**src/rtl/seven_seg_mux_scanner_pkg.sv**
```systemverilog
// Shared definitions for the multiplexed seven-segment scanner: FSM encoding
// and the active-high {g,f,e,d,c,b,a} glyph constants.
package seven_seg_mux_scanner_pkg;

  typedef enum logic {
    GUARD  = 1'b0,
    ACTIVE = 1'b1
  } scan_state_e;

  localparam logic [6:0] SEG_0   = 7'h3F;
  localparam logic [6:0] SEG_1   = 7'h06;
  localparam logic [6:0] SEG_2   = 7'h5B;
  localparam logic [6:0] SEG_3   = 7'h4F;
  localparam logic [6:0] SEG_4   = 7'h66;
  localparam logic [6:0] SEG_5   = 7'h6D;
  localparam logic [6:0] SEG_6   = 7'h7D;
  localparam logic [6:0] SEG_7   = 7'h07;
  localparam logic [6:0] SEG_8   = 7'h7F;
  localparam logic [6:0] SEG_9   = 7'h6F;
  localparam logic [6:0] SEG_A   = 7'h77;
  localparam logic [6:0] SEG_B   = 7'h7C;
  localparam logic [6:0] SEG_C   = 7'h39;
  localparam logic [6:0] SEG_D   = 7'h5E;
  localparam logic [6:0] SEG_E   = 7'h79;
  localparam logic [6:0] SEG_F   = 7'h71;
  localparam logic [6:0] SEG_OFF = 7'h00;

endpackage

```
**src/rtl/seven_seg_mux_scanner_hex.sv**
```systemverilog
// Combinational hex nibble to active-high segment pattern; polarity is left
// to whoever drives the pins.
module hex_to_seven_seg
  import seven_seg_mux_scanner_pkg::*;
(
  input  logic [3:0] nibble,
  output logic [6:0] pattern
);

  always_comb begin
    pattern = SEG_OFF;
    case (nibble)
      4'h0: pattern = SEG_0;
      4'h1: pattern = SEG_1;
      4'h2: pattern = SEG_2;
      4'h3: pattern = SEG_3;
      4'h4: pattern = SEG_4;
      4'h5: pattern = SEG_5;
      4'h6: pattern = SEG_6;
      4'h7: pattern = SEG_7;
      4'h8: pattern = SEG_8;
      4'h9: pattern = SEG_9;
      4'hA: pattern = SEG_A;
      4'hB: pattern = SEG_B;
      4'hC: pattern = SEG_C;
      4'hD: pattern = SEG_D;
      4'hE: pattern = SEG_E;
      4'hF: pattern = SEG_F;
      default: pattern = SEG_OFF;
    endcase
  end

endmodule

```
**src/rtl/seven_seg_mux_scanner.sv**
```systemverilog
// N-digit multiplexed seven-segment scanner: prescaled dwell, dark guard gap
// between digits, per-digit blank/dp, and a polarity-aware registered output stage.
module seven_seg_mux_scanner
  import seven_seg_mux_scanner_pkg::*;
#(
  parameter int NUM_DIGITS   = 4,
  parameter int TICK_DIV     = 100000,
  parameter int GUARD_CYCLES = 16,
  parameter bit ACTIVE_LOW   = 1'b1
) (
  input  logic                          clk,
  input  logic                          reset,
  input  logic                          enable,
  input  logic [4*NUM_DIGITS-1:0]       digits,
  input  logic [NUM_DIGITS-1:0]         dp,
  input  logic [NUM_DIGITS-1:0]         blank,
  output logic [NUM_DIGITS-1:0]         anode,
  output logic [6:0]                    seg,
  output logic                          dp_n,
  output logic [$clog2(NUM_DIGITS)-1:0] digit_idx
);

  localparam int IDX_W = $clog2(NUM_DIGITS);
  localparam int PRE_W = $clog2(TICK_DIV);
  localparam int GC_W  = (GUARD_CYCLES > 1) ? $clog2(GUARD_CYCLES) : 1;
  localparam logic POL = ACTIVE_LOW;

  scan_state_e      state, state_nxt;
  logic [PRE_W-1:0] pre_cnt;
  logic [GC_W-1:0]  guard_cnt;
  logic             lit_win, tick, guard_done, lit;
  logic [3:0]       nibble;
  logic [6:0]       pattern;
  logic [NUM_DIGITS-1:0] anode_hi;
  logic [6:0]       seg_hi;
  logic             dp_hi;

  // With no guard time the GUARD state is just a one-cycle hop, so it must
  // still light the digit to keep the dwell at exactly TICK_DIV cycles.
  assign lit_win    = (state == ACTIVE) || (GUARD_CYCLES == 0);
  assign tick       = lit_win && (pre_cnt == PRE_W'(TICK_DIV - 1));
  assign guard_done = (GUARD_CYCLES == 0) || (guard_cnt == GC_W'(GUARD_CYCLES - 1));

  always_ff @(posedge clk or posedge reset) begin
    if (reset) state <= GUARD;
    else       state <= state_nxt;
  end

  always_comb begin
    state_nxt = state;
    if (!enable) state_nxt = GUARD;
    else begin
      case (state)
        GUARD:   if (guard_done) state_nxt = ACTIVE;
        ACTIVE:  if (tick)       state_nxt = GUARD;
        default: state_nxt = GUARD;
      endcase
    end
  end

  always_ff @(posedge clk or posedge reset) begin
    if (reset) begin
      pre_cnt   <= '0;
      guard_cnt <= '0;
      digit_idx <= '0;
    end else if (!enable) begin
      pre_cnt   <= '0;
      guard_cnt <= '0;
    end else begin
      if (lit_win) pre_cnt <= tick ? '0 : pre_cnt + 1'b1;
      if (state == GUARD && GUARD_CYCLES != 0)
        guard_cnt <= guard_done ? '0 : guard_cnt + 1'b1;
      if (tick)
        digit_idx <= (digit_idx == IDX_W'(NUM_DIGITS - 1)) ? '0 : digit_idx + 1'b1;
    end
  end

  assign nibble = digits[4*digit_idx +: 4];

  hex_to_seven_seg u_dec (
    .nibble  (nibble),
    .pattern (pattern)
  );

  always_comb begin
    lit      = enable && lit_win && !blank[digit_idx];
    anode_hi = '0;
    seg_hi   = SEG_OFF;
    dp_hi    = 1'b0;
    if (lit) begin
      anode_hi[digit_idx] = 1'b1;
      seg_hi              = pattern;
      dp_hi               = dp[digit_idx];
    end
  end

  // Anode and cathodes share one register stage so they can never tear.
  always_ff @(posedge clk or posedge reset) begin
    if (reset) begin
      anode <= {NUM_DIGITS{POL}};
      seg   <= {7{POL}};
      dp_n  <= POL;
    end else begin
      anode <= anode_hi ^ {NUM_DIGITS{POL}};
      seg   <= seg_hi ^ {7{POL}};
      dp_n  <= dp_hi ^ POL;
    end
  end

endmodule

```
**config.mk**
```make
export PLATFORM = sky130hd
export DESIGN_NAME = seven_seg_mux_scanner
export DESIGN_NICKNAME = d
export VERILOG_FILES = /design/src/rtl/seven_seg_mux_scanner_pkg.sv /design/src/rtl/seven_seg_mux_scanner_hex.sv /design/src/rtl/seven_seg_mux_scanner.sv
export SDC_FILE = /design/constraint.sdc
export NUM_CORES = 1
export LEC_CHECK = 0
export CORE_AREA = 2 2 81 83
export DETAILED_ROUTE_END_ITERATION = 7
export DIE_AREA = 0 0 83 85
export DONT_BUFFER_PORTS = 1
export PLACE_DENSITY = 0.55
export SLEW_MARGIN = 0
export SYNTH_ARGS = -nofsm -noshare
export SYNTH_HDL_FRONTEND = slang
export SYNTH_SLANG_ARGS = --single-unit
```
**constraint.sdc**
```tcl
create_clock -name clk -period 2 [get_ports clk]
set_input_delay 0.6 -clock clk [delete_from_list [all_inputs] [get_ports clk]]
set_output_delay 0.6 -clock clk [all_outputs]
set_load 0.01 [all_outputs]
```
# Word level (Yosys, flattened, before mapping)
# Memories as Yosys holds them, arrays and structs flattened.
# Cells that the tools add are included.
# Widths: inputs -> output; s select.
dict set report totals {
  elab_cells 49
  reg_bits 36
  inputBits 27
  out_inout_bits 14
  mem_count 1
  romBits 112
}
dict set report op_classes {
  magnitude_cmp 2
  n_bitwise 4
  muxes 20
  n_shift 1
  eq_ne 5
  add_sub_neg 3
  n_reduce_logical 6
}
# name depth word_bits read_ports rd_clocked_by_memory_dff write_ports line
set mem_list {}
lappend mem_list {{(name not given)} 16 7 1 0 0 seven_seg_mux_scanner_hex.sv:12} ;# case (nibble)
# operator count
set ops {}
lappend ops {{$mux 17} 3}
lappend ops {{$add 17x1->17 const B} 1}
lappend ops {{$eq 17x17->1 const B} 1}
lappend ops {{$mux 4} 4}
lappend ops {{$shiftx 16x5->4} 1}
lappend ops {{$mux 1} 7}
lappend ops {{$mux 7} 1}
lappend ops {{$not 7->7} 1}
lappend ops {{$add 4x1->4 const B} 1}
lappend ops {{$bmux 1 s2} 2}
lappend ops {{$eq 4x4->1 const B} 1}
lappend ops {{$logic_and 1x1->1} 4}
lappend ops {{$not 4->4} 1}
lappend ops {{$lt 2x3->1 const B} 1}
lappend ops {{$add 2x1->2 const B} 1}
lappend ops {{$demux 1 s2} 1}
lappend ops {{$eq 2x2->1 const B} 1}
lappend ops {{$ge 2x1->1 const B} 1}
lappend ops {{$mux 2} 1}
lappend ops {{$ne 2x1->1 const B} 1}
lappend ops {{$ne 2x2->1 const B} 1}
lappend ops {{$not 1->1} 2}
lappend ops {{$pmux 1 s2} 1}
lappend ops {{$reduce_and 2->1} 1}
lappend ops {{$logic_not 1->1} 1}

# Longest topological paths before layout
# Gate-level depths: netlist of run 1.
dict set report depth {
  ltp_word 6
  ltp_mapped 7
  mapped_depth_nobuf 6
}

# By module
# Synthesis of run 1 repeated with hierarchy kept, for this count alone.
dict set report unflattened {
  cells_unflattened 212
  hier_area_um2 2180.8
}
# module area_per_inst_um2 seq_area_each_um2 cells_per_inst instances
set by_module_without_submodules {}
lappend by_module_without_submodules {seven_seg_mux_scanner 1890.6 915.9 179 1}
lappend by_module_without_submodules {hex_to_seven_seg 290.3 0.0 33 1}

# Least setup slack after synthesis of run 1
# No wires, ideal clock.
dict set report synth_path {
  path_type {reg-to-reg}
  startpoint {register digit_idx[0]}
  endpoint {register seg[3]}
  path_stages_with_launch 8
  required_ns 1.919
  slack_ns -0.104
  t_arrival_ns 2.023
  setup_time_ns 0.081
  synth_period_minus_slack_ns 2.104
  cell_sequence {dfrtp_1 -> buf_6 -> mux4_2 -> inv_1 -> ha_1 -> inv_1 -> mux4_2 -> nand2b_1}
}
dict set report synth_via {
  elab_chain_len 6
}
# element line
set synth_rtl {}
lappend synth_rtl {{start: declaration} seven_seg_mux_scanner.sv:20} ;# output logic [$clog2(NUM_DIGITS)-1:0] digit_idx
lappend synth_rtl {{start signal: assignment} seven_seg_mux_scanner.sv:74} ;# digit_idx <= (digit_idx == IDX_W'(NUM_DIGITS - 1)) ? '0 : digit_idx + 1'b1;
lappend synth_rtl {{branches (longest 4 deep; another with $mem_v2 16x7)} --}
lappend synth_rtl {{$mux 7 *} seven_seg_mux_scanner.sv:90} ;# if (lit) begin
lappend synth_rtl {{$not 7->7 (no line) *} --}
lappend synth_rtl {{end signal: assignment} seven_seg_mux_scanner.sv:101} ;# seg <= {7{POL}};
lappend synth_rtl {{end signal: assignment} seven_seg_mux_scanner.sv:105} ;# seg <= seg_hi ^ {7{POL}};
lappend synth_rtl {{end: declaration} seven_seg_mux_scanner.sv:18} ;# output logic [6:0] seg,
# Every way passes the cells marked *. The select of a mux whose other input is x is not followed.
# A chain may end at the register's enable or synchronous reset.

# Worst setup path in the final report of run 1
dict set report layout_path {
  startpoint {register digit_idx[0]}
  endpoint {register seg[0]}
}
# The elaborated chain is that of the path after synthesis.

==> results of run 1 <==
-- layer usage --
| metal | global-route usage (%) | share of wire, % | vias to the layer above |
|---|---|---|---|
| li1 | - | - | 786 |
| met1 | 15.9 | 42 | 782 |
| met2 | 22.9 | 50 | 47 |
| met3 | 3.60 | 6.2 | 5 |
| met4 | 5.07 | 1.5 | 0 |
| met5 | 0 | 0 | - |
-- logic make-up (layout without fill, tap and decap cells) --
kind of cell	count (synthesis)	count (layout)	share of synthesized area [%]
and+or+nand+nor	76	76	20.0
AOI/OAI and AO/OA	44	44	13.4
DFF	36	36	43.6
buffers and inverters	23	37	4.71
adders and majority gates	12	12	7.16
muxes	10	10	9.00
xor gates and xnor gates	5	5	2.09
-- cell usage after synthesis, types with 2 or more instances --
| library cell | instances |
|---|---|
| dfrtp_1 | 24 |
| nand2_1 | 19 |
| inv_1 | 13 |
| a31oi_1 | 12 |
| dfstp_2 | 12 |
| ha_1 | 12 |
| nor2_1 | 12 |
| a21oi_1 | 11 |
| nand3_1 | 9 |
| o21ai_0 | 8 |
| mux4_2 | 7 |
| o221ai_1 | 6 |
| clkbuf_1 | 5 |
| and3_1 | 4 |
| xor2_1 | 4 |
| buf_2 | 3 |
| nand2b_1 | 3 |
| nand3b_1 | 3 |
| nand4_1 | 3 |
| or4_1 | 3 |
| and4_1 | 2 |
| mux2i_1 | 2 |
| nand2_2 | 2 |
| nor2b_1 | 2 |
| nor3_1 | 2 |
| nor4bb_1 | 2 |
| or3_1 | 2 |
-- power by group through the flow --
stage / clock network [mW] / logic [mW] / registers (mW)
floorplan: 0 / 0.0767 / 0.755
global placement: 0 / 0.101 / 0.757
detailed placement: 0 / 0.103 / 0.757
CTS: 0.527 / 0.103 / 0.744
global route: 0.565 / 0.117 / 0.745
finish: 0.510 / 0.100 / 0.744
-- final timing paths --
kind                                   start  depth (start not counted)            to
worst max register to register  digit_idx[0]                          5        seg[0]
min in group clk                      enable                          2    pre_cnt[9]
worst min register to register   pre_cnt[16]                          1   pre_cnt[16]
worst max-delay path            digit_idx[0]                          5        seg[0]
max in group asynchronous              reset                          2        seg[4]
worst min-delay path                   reset                          2  guard_cnt[0]
-- flip-flops by register name, indices dropped and copies added, names as in the netlist --
name       cells
anode          4
digit_idx      2
dp_n           1
guard_cnt      4
lit_win        1
pre_cnt       17
seg            7
-- repair_timing --
action | 4_1_cts | 5_1_grt
hold endpoints to repair | 0 | 0
setup buffers | 0 | 1
endpoints found under the setup margin | 1 | 9
resized for setup | 1 | 5
-- metrics by stage --
| stage | utilization (%) | total power, mW | setup slack (ns) | TNS (ns) |
|---|---|---|---|---|
| after floorplan | - | 0.832 | -0.0701 | -0.121 |
| after global placement | 36.4 | 0.858 | -0.0603 | -0.112 |
| after detailed placement | 36.4 | 0.860 | -0.0911 | -0.151 |
| after CTS | 37.8 | 1.37 | 0.0310 | 0 |
| after global routing | 38.2 | 1.43 | 0.00316 | 0 |
| final | 38.2 | 1.35 | 0.0967 | 0 |
-- layout make-up --
cell class	count	area [sq um]
flip-flops and latches	36	917
multi-input cells	147	1100
inverters	13	48.8
fillers	603	3840
repair buffers	16	124
clock buffers	6	72.6
well taps	77	96.3
clock inverters	2	12.5
==> impl_metrics.env, run 1 <==
export IMPL_status="complete, no violations"
export IMPL_area_growth_synth_to_final_pct=12.9
export IMPL_drtPass1Iterations=6
export IMPL_synthCells=206
export IMPL_hold_class="input pin to asynchronous set/reset pin"
export IMPL_rows=29
export IMPL_critPathSlowestCell="mux4_2"
export IMPL_dp_hpwl_microns=3280
export IMPL_coreArea_sq_um=6200
export IMPL_critPathKind="register to register"
export IMPL_final_common_cell="dfrtp_1"
export IMPL_io_buffers=0
export IMPL_crit_fanout=5
export IMPL_die_width_microns=83
export IMPL_wl_per_cell_microns=14.9
export IMPL_ir_drop_mv=0.329
export IMPL_leakage_nw=0.933
export IMPL_postSynthAreaPerCell_sq_um=10.2
export IMPL_grt_pass1_vias=1645
export IMPL_diodes=0
export IMPL_path_clk_slew_ns=0.07
export IMPL_finalHoldViolCount=0
export IMPL_switching_share_pct=24.3
export IMPL_cts_tree="built"
export IMPL_hold_buffers=0
export IMPL_synth_area_top_cells="dfrtp_1 29%, dfstp_2 15%, mux4_2 7.5%"
export IMPL_drcViolationCount=0
export IMPL_p_clk_share_pct=37.7
export IMPL_start_util_pct=33.8
export IMPL_placed_area_sq_um=2260
export IMPL_crit_chain="mux4_2 -> ha_2 -> or3b_2 -> o221ai_1 -> nand2_1"
export IMPL_clock_skew_ns=0.00995
export IMPL_r2r_slack_ns=0.1
export IMPL_synth_ff_type="dfrtp_1"
export IMPL_ys_ff_latch=36
export IMPL_powerDensity_nw_per_um2=572
export IMPL_critPathTopFamily="multiplexers"
export IMPL_cts_buffers=5
export IMPL_fin_area_sq_um=2370
export IMPL_most_common_layout_cells="23 x dfrtp_1, 19 x nand2_1, 15 x buf_4"
export IMPL_period_share_pct=95.2
export IMPL_grt_overflow=0
export IMPL_antenna_found_initial=0
export IMPL_p_int_mw=1.03
export IMPL_grt_pass1_wl_microns=7600
export IMPL_synth_area_leader_cell="dfrtp_1"
export IMPL_rsz0062_at_grt="no"
export IMPL_endpoint_kind="register"
export IMPL_combPwrFrac_pct=7.4
export IMPL_final_antenna_net_count=0
export IMPL_drive_gt1_share_pct=26.4
export IMPL_syn_area_sq_um=2100
export IMPL_htree_levels=2
export IMPL_tightest_slew_ns=0.443
export IMPL_cts_root_buffer="clkbuf_8"
export IMPL_relSlewSlack_pct=70.5
export IMPL_worstSetupStartpointType="register"
export IMPL_layout_nets=258
export IMPL_ios=41
export IMPL_fin_cells=297
export IMPL_dieArea_sq_um=7060
export IMPL_die_h_microns=85
export IMPL_grt_max_degree=37
export IMPL_seq_power_share_pct=54.9
export IMPL_dp_cells=288
export IMPL_min_period_ns=1.90
export IMPL_synth_warnings=0
export IMPL_clock_sinks=36
export IMPL_crit_buf_inv=0
export IMPL_grt_usage_pct=13.3
export IMPL_routed_via_density=5.45
export IMPL_syn_nets=245
export IMPL_clockBufferDepth=2
export IMPL_vias=1620
export IMPL_whs_ns=0.291
export IMPL_synthArstFlopShare_pct=100
export IMPL_slew_violations=0
export IMPL_synth_cell_types=46
export IMPL_setup_viol_count_final=0
export IMPL_arrival_ns=2.12
export IMPL_wl_microns=4430
export IMPL_drt_iter0_drc=61
export IMPL_worstPathRequired_ns=2.22
export IMPL_synth_edf_count=0
export IMPL_clk_latency_ns=0.29
export IMPL_p_sw_uw=330
export IMPL_place_congestion=0.819
export IMPL_fmax_ghz=0.525
export IMPL_cap_violations=0
export IMPL_synth_top_area_share_pct=28.6
export IMPL_ys_seq_area_share_pct=43.6
export IMPL_max_stage_delay_ns=0.58
Note: power is estimated with default switching activity, not from simulation.
==> inputs of run 2 (changes only) <==
--- a/config.mk
+++ b/config.mk
@@ -5,11 +5,12 @@
 export SDC_FILE = /design/constraint.sdc
 export NUM_CORES = 1
 export LEC_CHECK = 0
-export CORE_AREA = 2 2 81 83
+export ABC_AREA = 1
+export CORE_AREA = 3 3 85 87
 export DETAILED_ROUTE_END_ITERATION = 7
-export DIE_AREA = 0 0 83 85
+export DIE_AREA = 0 0 88 90
 export DONT_BUFFER_PORTS = 1
-export PLACE_DENSITY = 0.55
+export PLACE_DENSITY = 0.53
 export SLEW_MARGIN = 0
 export SYNTH_ARGS = -nofsm -noshare
 export SYNTH_HDL_FRONTEND = slang
==> constraint.sdc (replaced) <==
create_clock -name clk -period 2.2 [get_ports clk]
set_input_delay 0.66 -clock clk [delete_from_list [all_inputs] [get_ports clk]]
set_output_delay 0.66 -clock clk [all_outputs]
set_load 0.01 [all_outputs]
==> run 2 against run 1 <==
Wire length is 21% higher. First-iteration DRC count increased by 56%. Flip-flop and latch count unchanged. Setup slack improved by 0.37 ns. Clock power is 3% lower. Global-route usage rose by 1.2 points. Clock skew grew 0.0051 ns. Maximum frequency is 9.9% higher. Sequential power decreased by 9.8%.
==> impl_metrics.env, run 2 <==
export IMPL_status="complete, no violations"
export IMPL_ir_drop_mv=0.216
export IMPL_drtPass1Iterations=5
export IMPL_worstSetupStartpointType="register"
export IMPL_clockBufferDepth=2
export IMPL_coreArea_sq_um=6420
export IMPL_crit_fanout=9
export IMPL_layout_nets=355
export IMPL_area_growth_synth_to_final_pct=8.67
export IMPL_whs_ns=0.343
export IMPL_clock_sinks=36
export IMPL_syn_nets=347
export IMPL_finalHoldViolCount=0
export IMPL_grt_pass1_vias=1971
export IMPL_p_clk_share_pct=39.5
export IMPL_top_register="pre_cnt"
export IMPL_setup_tns_ns=0
export IMPL_rsz0062_at_grt="no"
export IMPL_cap_violations=0
export IMPL_post_synth_top_count_cell="nand2_1"
export IMPL_grt_max_degree=37
export IMPL_relSlewSlack_pct=68.9
export IMPL_die_h_microns=90
export IMPL_die_width_microns=88
export IMPL_synthTopCellsByCount="96 x nand2_1, 32 x inv_1, 30 x nand3_1, 29 x nor2_1, 24 x dfrtp_1"
export IMPL_synth_cell_types=31
export IMPL_wl_per_cell_microns=13.6
export IMPL_utilization_pct=38.3
export IMPL_ys_ff_latch=36
export IMPL_dieArea_sq_um=7920
export IMPL_combPwrFrac_pct=6.7
export IMPL_synth_warnings=0
export IMPL_synth_ff_type="dfrtp_1"
export IMPL_htree_levels=2
export IMPL_synthArstFlopShare_pct=100
export IMPL_cts_setup_buffers=0
export IMPL_synth_area_leader_cell="dfrtp_1"
export IMPL_routed_via_density=5.02
export IMPL_grt_usage_pct=14.5
export IMPL_antenna_found_initial=0
export IMPL_start_util_pct=35.3
export IMPL_cts_repair_resized=0
export IMPL_period_share_pct=78.7
export IMPL_vias=1979
export IMPL_largest_reg_flops=17
export IMPL_ios=41
export IMPL_drcViolationCount=0
export IMPL_setup_viol_count_final=0
export IMPL_hold_buffers=0
export IMPL_synthCells=308
export IMPL_tightest_slew_ns=0.467
export IMPL_drive_gt1_share_pct=13.6
export IMPL_layout_setup_ws_ns=0.468
export IMPL_p_sw_uw=329
export IMPL_grt_overflow=0
export IMPL_rows=29
export IMPL_place_congestion=0.899
export IMPL_seq_power_share_pct=53.8
export IMPL_finalPower_mw=1.25
export IMPL_wl_microns=5380
export IMPL_worstPathRequired_ns=2.43
export IMPL_slew_violations=0
export IMPL_top_regs="pre_cnt: 17 flops, seg: 7 flops"
export IMPL_grt_pass1_wl_microns=9190
export IMPL_drt_iter0_drc=95
export IMPL_io_buffers=0
export IMPL_cts_buffers=5
export IMPL_p_int_uw=918
export IMPL_dp_hpwl_microns=4070
export IMPL_clock_skew_ns=0.0151
export IMPL_final_common_cell="nand2_1"
export IMPL_min_period_ns=1.73
export IMPL_diodes=0
export IMPL_place_worst_setup_slack_ns=0.435
export IMPL_postSynthAreaPerCell_sq_um=7.36
export IMPL_synth_edf_count=0
export IMPL_syn_area_sq_um=2270
export IMPL_endpoint_kind="register"
export IMPL_synth_area_top_cells="dfrtp_1 27%, nand2_1 16%, dfstp_2 14%"
export IMPL_most_common_layout_cells="96 x nand2_1, 32 x inv_1, 30 x nand3_1"
export IMPL_fmax_ghz=0.577
export IMPL_clk_latency_ns=0.30
export IMPL_leakage_nw=1.10
export IMPL_cts_tree="built"
export IMPL_path_clk_slew_ns=0.09
export IMPL_critPathKind="register to register"
export IMPL_cts_root_buffer="clkbuf_8"
export IMPL_hold_class="input pin to asynchronous set/reset pin"
export IMPL_final_antenna_net_count=0
export IMPL_ys_seq_area_share_pct=40.4
export IMPL_arrival_ns=1.96
export IMPL_powerDensity_nw_per_um2=506
export IMPL_switching_share_pct=26.4
export IMPL_synth_top_area_share_pct=26.5
## run 2: cell types whose count changed after synthesis, moves of 5 or more
cell      previous run  this run
o221ai_1             6         0
o22ai_1              1        11
o21ai_0              8        13
clkbuf_1             5         0
inv_1               13        32
nand2_1             19        96
a31oi_1             12         1
mux4_2               7         0
a21oi_1             11         3
nand3_1              9        30
nor2_1              12        29
## run 2: path summary, 6_finish.rpt
| kind | to | slack (ns) | depth (start not counted) | start |
|---|---|---|---|---|
| min in group clk | lit_win | 0.52 | 1 | enable |
| max | seg[0] | 0.47 | 9 | digit_idx[0] |
| min | guard_cnt[2] | 0.34 | 2 | reset |
| min reg2reg | guard_cnt[0] | 0.53 | 1 | guard_cnt[0] |
| max in group asynchronous | anode[1] | 1.49 | 2 | reset |
| max reg2reg | seg[0] | 0.47 | 9 | digit_idx[0] |
## run 2: power groups by stage
stage / Combinational [mW] / Clock (mW) / Sequential (mW)
floorplan: 0.0618 / 0 / 0.682
global placement: 0.0833 / 0 / 0.683
detailed placement: 0.0846 / 0 / 0.683
CTS: 0.0854 / 0.505 / 0.671
global route: 0.0974 / 0.537 / 0.671
finish: 0.0834 / 0.493 / 0.671
## run 2: critical path: stages, from the launching register on
cell and delay [ns]:
dfrtp_1 0.52, buf_4 0.21, nand2_1 0.06, nand3_1 0.07
o21ai_1 0.08, buf_4 0.16, ha_1 0.20, or2_0 0.21
nand2_1 0.08, nand3_2 0.07
## run 2: kinds of logic after synthesis
kind of cell / synth area share, %
AOI/OAI and AO/OA: 8.84
xor gates and xnor gates: 1.93
adders and majority gates: 6.63
buffers and inverters: 8.12
DFF: 40.4
and+or+nand+nor: 34.1
## run 2: through the flow
stage | instance area (sq um) | cells
after CTS | 2460 | 394
after detailed placement | 2370 | 386
after global placement | 2370 | 386
final | 2460 | 394
after global routing | 2460 | 394
after floorplan | 2270 | 308
## run 2: final cells by class
cell class,count,area [sq um]
tap,77,96.3
multi-input combinational,229,1170
fill,683,3960
inverter,37,141
clock inverter,3,21.3
timing repair buffer,7,52.6
clock buffer,5,68.8
sequential,36,916
## run 2: metal layers
layer / part of all wire, % / track usage, %
met1: 45 / 18.5
met2: 48 / 23.9
met3: 4.7 / 3.20
met4: 1.8 / 4.73
met5: 0 / 0
